`src/rtl/wakeup_delay_pipeline.sv`:
```
// Per-port delay line between select and wakeup: an op selected with latency code c wakes c+1 cycles later.
// Release is registered one cycle after select; stall holds all state and masks wakeup/release/collision.
// Build option `WAKEUP_PERF_COUNT_EN adds saturating wakeup/collision counters.
module wakeup_delay_pipeline #(
   parameter int ISSUE_WIDTH    = 4,
   parameter int IQ_ENTRY_NUM   = 16,
   parameter int IQ_INDEX_WIDTH = 4,
   parameter int MAX_LAT        = 4,
   parameter int LAT_WIDTH      = 2
) (
   input  logic                                   clk,
   input  logic                                   rst,
   input  logic                                   stall,
   input  logic [ISSUE_WIDTH-1:0]                 selected,
   input  logic [ISSUE_WIDTH*IQ_INDEX_WIDTH-1:0]  selectedPtr,
   input  logic [ISSUE_WIDTH*IQ_ENTRY_NUM-1:0]    selectedVector,
   input  logic [ISSUE_WIDTH*LAT_WIDTH-1:0]       selectedLat,
   input  logic                                   flush,
   input  logic [IQ_ENTRY_NUM-1:0]                flushMask,
   output logic [ISSUE_WIDTH-1:0]                 wakeup,
   output logic [ISSUE_WIDTH*IQ_INDEX_WIDTH-1:0]  wakeupPtr,
   output logic [ISSUE_WIDTH*IQ_ENTRY_NUM-1:0]    wakeupVector,
   output logic [ISSUE_WIDTH-1:0]                 releaseEntry,
   output logic [ISSUE_WIDTH*IQ_INDEX_WIDTH-1:0]  releasePtr,
   output logic [ISSUE_WIDTH-1:0]                 collision
`ifdef WAKEUP_PERF_COUNT_EN
   ,
   output logic [31:0]                            perfWakeupCount,
   output logic [31:0]                            perfCollisionCount
`endif
);

   typedef struct packed {
      logic                      vld;
      logic [IQ_INDEX_WIDTH-1:0] ptr;
      logic [IQ_ENTRY_NUM-1:0]   vec;
   } stage_t;

   stage_t                               st     [ISSUE_WIDTH][MAX_LAT];
   stage_t                               st_nxt [ISSUE_WIDTH][MAX_LAT];
   logic [ISSUE_WIDTH-1:0]               col_nxt;
   logic [ISSUE_WIDTH-1:0]               col_q;
   logic [ISSUE_WIDTH-1:0]               rel_vld;
   logic [ISSUE_WIDTH*IQ_INDEX_WIDTH-1:0] rel_ptr;

   // Latencies beyond the delay-line depth land in the last stage.
   function automatic int lat_idx(input logic [LAT_WIDTH-1:0] code);
      return (int'(code) >= MAX_LAT) ? MAX_LAT - 1 : int'(code);
   endfunction

   always_comb begin
      for (int p = 0; p < ISSUE_WIDTH; p++) begin
         col_nxt[p] = 1'b0;
         for (int k = 0; k < MAX_LAT; k++) begin
            st_nxt[p][k] = stall ? st[p][k] : '0;
         end
         if (!stall) begin
            for (int k = 0; k < MAX_LAT - 1; k++) begin
               st_nxt[p][k] = st[p][k+1];
            end
            // The older op already travelling through the target stage wins.
            if (selected[p]) begin
               if (st_nxt[p][lat_idx(selectedLat[p*LAT_WIDTH +: LAT_WIDTH])].vld) begin
                  col_nxt[p] = 1'b1;
               end else begin
                  st_nxt[p][lat_idx(selectedLat[p*LAT_WIDTH +: LAT_WIDTH])] =
                     '{1'b1, selectedPtr[p*IQ_INDEX_WIDTH +: IQ_INDEX_WIDTH],
                       selectedVector[p*IQ_ENTRY_NUM +: IQ_ENTRY_NUM]};
               end
            end
         end
         for (int k = 0; k < MAX_LAT; k++) begin
            if (flush && |(st_nxt[p][k].vec & flushMask)) begin
               st_nxt[p][k].vld = 1'b0;
            end
         end
      end
   end

   always_ff @(posedge clk) begin
      if (rst) begin
         for (int p = 0; p < ISSUE_WIDTH; p++) begin
            for (int k = 0; k < MAX_LAT; k++) begin
               st[p][k] <= '0;
            end
         end
         col_q   <= '0;
         rel_vld <= '0;
         rel_ptr <= '0;
      end else begin
         for (int p = 0; p < ISSUE_WIDTH; p++) begin
            for (int k = 0; k < MAX_LAT; k++) begin
               st[p][k] <= st_nxt[p][k];
            end
         end
         if (!stall) begin
            col_q   <= col_nxt;
            rel_vld <= selected;
            rel_ptr <= selectedPtr;
         end
      end
   end

   for (genvar p = 0; p < ISSUE_WIDTH; p++) begin : g_out
      assign wakeup[p]                                          = st[p][0].vld & ~stall;
      assign wakeupPtr[p*IQ_INDEX_WIDTH +: IQ_INDEX_WIDTH]      = st[p][0].ptr;
      assign wakeupVector[p*IQ_ENTRY_NUM +: IQ_ENTRY_NUM]       = st[p][0].vec;
   end

   assign releaseEntry = rel_vld & {ISSUE_WIDTH{~stall}};
   assign releasePtr   = rel_ptr;
   assign collision    = col_q & {ISSUE_WIDTH{~stall}};

`ifdef WAKEUP_PERF_COUNT_EN
   logic [32:0] wk_sum;
   logic [32:0] col_sum;

   assign wk_sum  = {1'b0, perfWakeupCount}    + 33'($countones(wakeup));
   assign col_sum = {1'b0, perfCollisionCount} + 33'($countones(collision));

   always_ff @(posedge clk) begin
      if (rst) begin
         perfWakeupCount    <= '0;
         perfCollisionCount <= '0;
      end else if (!stall) begin
         perfWakeupCount    <= wk_sum[32]  ? '1 : wk_sum[31:0];
         perfCollisionCount <= col_sum[32] ? '1 : col_sum[31:0];
      end
   end
`endif

endmodule

```
`config.mk`:
```
export PLATFORM = sky130hd
export DESIGN_NAME = wakeup_delay_pipeline
export DESIGN_NICKNAME = d
export VERILOG_FILES = /design/src/rtl/wakeup_delay_pipeline.sv
export SDC_FILE = /design/constraint.sdc
export NUM_CORES = 1
export LEC_CHECK = 0
export ABC_AREA = 1
export CORE_MARGIN = 2
export CORE_UTILIZATION = 60
export CTS_CLUSTER_DIAMETER = 100
export DETAILED_ROUTE_END_ITERATION = 8
export PLACE_DENSITY = 0.86
export RECOVER_POWER = 50
export SLEW_MARGIN = 20
export SYNTH_ARGS = -nofsm -noshare
export SYNTH_HDL_FRONTEND = slang
export SYNTH_SLANG_ARGS = --single-unit
export TNS_END_PERCENT = 30
```
`constraint.sdc`:
```
create_clock -name clk -period 8.45 [get_ports clk]
set_input_delay 1.69 -clock clk [delete_from_list [all_inputs] [get_ports clk]]
set_output_delay 1.69 -clock clk [all_outputs]
set_load 0.05 [all_outputs]
```
==> results.py <==
metrics = {
    "status": {
        "status": "complete, but fails checks",
        "violations": "capacitance limit, slew limit",
    },
    "synthesis": {
        "async_flop_share_pct": 0,
        "ys_types": 37,
        "synth.cell_area_sq_um": 19400,
        "synth-edff-count": 35,
        "synthCells": 2907,
        "synth_top_area_share_pct": 33.5,
        "synth_area_leaders": "dfxtp_1 (34%), nand2_1 (14%), nand3_1 (9.9%), nor2_1 (7.4%), or2_2 (6.2%)",
        "synth_warnings": 0,
        "ys.flop_type": "dfxtp_1",
        "ys_seq_elements": 360,
        "syn_avg_cell_area_sq_um": 6.67,
        "syn-num-nets": 3019,
        "yosysTopAreaCell": "dfxtp_1",
        "seq_area_frac_synth_pct": 39.0,
    },
    "flow_run": {
        "cap_violations": 3,
    },
    "setup_path": {
        "crit_path_end_kind": "primary output",
        "cp.arrival_ns": 4.88,
        "required_ns": 6.76,
        "crit_type": "input pin to primary output",
        "start_kind": "input pin",
        "worstPathMaxFanout": 47,
    },
    "power": {
        "fin_total_pwr_mw": 4.36,
        "max-vdd-ir-drop_mv": 0.146,
        "p_leak_nw": 9.87,
        "powerDensity_nw_per_um2": 197,
    },
    "detailed_routing": {
        "first_pass_iters": 8,
        "ant_nets": 0,
        "wl_per_cell_um": 18.2,
        "initialDrtViolationCount": 2405,
        "drcViolationCount": 0,
        "vias": 19900,
        "wl_mm": 61.2,
        "viasPerCell": 5.92,
    },
    "cts": {
        "cts_tree": "done",
        "cts-resized-gates": 0,
        "clock-root-buffer": "clkbuf_16",
        "htreeDepth": 2,
        "insertion_delay_ns": 0.53,
        "cts_made_buffers": 39,
        "clock-sinks": 360,
        "post-cts-setup-buffers": 0,
        "path_clk_slew_ns": 0.06,
        "cts_max_path_buffers": 3,
        "holdBufCountCts": 0,
    },
    "die": {
        "core_area_sq_um": 31700,
        "io_pins": 220,
        "die_w_um": 184,
        "start_util_pct": 61.1,
        "fp.dieH_um": 184,
        "fp.dieArea_sq_um": 33800,
        "row_count": 65,
    },
    "sta": {
        "setup_viol": 0,
        "rsz0062_at_grt": "false",
        "finalSetupTns_ns": 0,
        "skew_ns": 0.0223,
        "finalCritPeriodShare_pct": 77.7,
        "period_needed_ns": 6.57,
        "slew_headroom_pct": -106,
        "worst_slew_pin_slew_ns": 3.09,
        "final-hold-violation-count": 0,
        "drv_slew": 141,
        "fmax_mhz": 152,
    },
    "hold_path": {
        "min_path_type": "flop to flop",
    },
    "grt": {
        "grt_start_max_net_pins": 185,
        "gr-total-overflow": 0,
        "antenna_found_initial": 3,
        "grt_pass1_wl_mm": 96.0,
        "grt_pass1_vias": 18500,
        "track_usage_pct": 35.6,
    },
    "place": {
        "gp_congestion": 0.898,
        "numPortBuffers": 219,
        "dp_hpwl_mm": 40.3,
    },
    "final_layout": {
        "drive_gt1_share_pct": 10.1,
        "syn2layout_area_growth_pct": 14.1,
        "num-nets-final": 3042,
    },
}
==> power breakdown <==
part | total [mW] | switching (mW) | internal, mW | leakage (nW)
registers | 1.85 | 0.0417 | 1.81 | 3.06
logic | 0.797 | 0.533 | 0.263 | 6.21
clock network | 1.71 | 0.711 | 0.999 | 0.609
==> cell type report <==
type | instances | area (sq um)
multi-input cells | 2070 | 9650
fillers | 2605 | 9590
flip-flops and latches | 360 | 7560
repair buffers | 240 | 2330
clock buffers | 56 | 1100
inverters | 219 | 830
well taps | 402 | 503
clock inverters | 13 | 153
diodes | 3 | 7.51
==> worst max-delay path: stages <==
cell	delay, ns
clkbuf_1	1.55
buf_4	0.73
nor2_1	0.15
clkdlybuf4s50_1	0.73
==> registers in the layout, summed over array words and instances (netlist names) <==
register    cells
col_q           4
st            336
rel_vld         4
releasePtr     16
==> cell families after synthesis <==
family | share of synthesized area [%]
AND/OR/NAND/NOR | 40.5
buffers and inverters | 11.1
AO/OA/AOI/OAI | 9.45
flip-flops | 39.0
==> path summary, 6_finish.rpt <==
kind | cells past startpoint | slack [ns] | start | end
worst min register to register | 2 | 0.45 | releasePtr[6] | releasePtr[6]
worst min-delay path | 2 | 0.45 | releasePtr[6] | releasePtr[6]
worst max-delay path | 4 | 1.88 | stall | releaseEntry[2]
worst max register to register | 13 | 4.88 | st[1][41] | st[1][83]
==> layer usage <==
| layer | global-route usage, % | up-vias | share of wire [%] |
|---|---|---|---|
| met2 | 56.8 | 1193 | 44 |
| met4 | 18.3 | 0 | 5.5 |
| li1 | - | 9377 | - |
| met1 | 46.9 | 9087 | 40 |
| met5 | 0 | - | 0 |
| met3 | 5.31 | 246 | 10 |
==> metrics by stage <==
step / util, % / hold WS (ns) / cell area (sq um) / cells / setup WS (ns)
after global placement: 66.0 / 0.436 / 20900 / 3291 / 2.96
after global routing: 69.8 / 0.484 / 22100 / 3362 / 1.54
after CTS: 69.9 / 0.461 / 22200 / 3360 / 2.89
after floorplan: - / 0.423 / 19400 / 2907 / 3.80
after detailed placement: 66.0 / 0.446 / 20900 / 3291 / 2.92
final: 69.8 / 0.451 / 22100 / 3363 / 1.88
==> synth_stat cells, types with 2 or more instances <==
cell       instances
buf_4             82
a21oi_1           38
inv_2             14
a22oi_1            3
o2111ai_1          2
nor2_4             2
edfxtp_1          35
nand3_1          384
o32ai_1            2
a22o_1             7
a32o_1             3
dfxtp_1          325
nand4_4            3
o21ai_0          132
nand4_2            4
o21ai_2            7
nand2_1          739
o22ai_1           39
nand4_1           50
o21a_1             2
or2_2            192
buf_1             10
inv_1            204
o31ai_1            3
nor2_1           380
o21ai_1            8
o211ai_1          59
nand2_2            6
nor3_1             2
clkbuf_1         124
buf_2             40
==> layout by cell type, fill, tap and decap left out, types with 3 or more instances in the layout <==
cell type          n
clkinv_2           4
edfxtp_1          35
nor2_1           378
o21ai_0          132
clkinv_1           3
a22o_1             7
nand4_1           52
a32o_1             3
o22ai_1           39
o21ai_2            7
buf_4             16
inv_2             11
diode_2            3
nand3_1          384
bufinv_16          3
dfxtp_1          325
o21ai_1            8
or2_2            192
clkbuf_1          16
a22oi_1            3
o31ai_1            3
nand4_2            4
clkbuf_16         39
dlygate4sd3_1     97
a21oi_1           38
clkbuf_8           6
inv_1            206
clkdlybuf4s50_1  120
nand2_1          742
o211ai_1          59
nand2_2            3
Power figures use the tool's default switching activity.
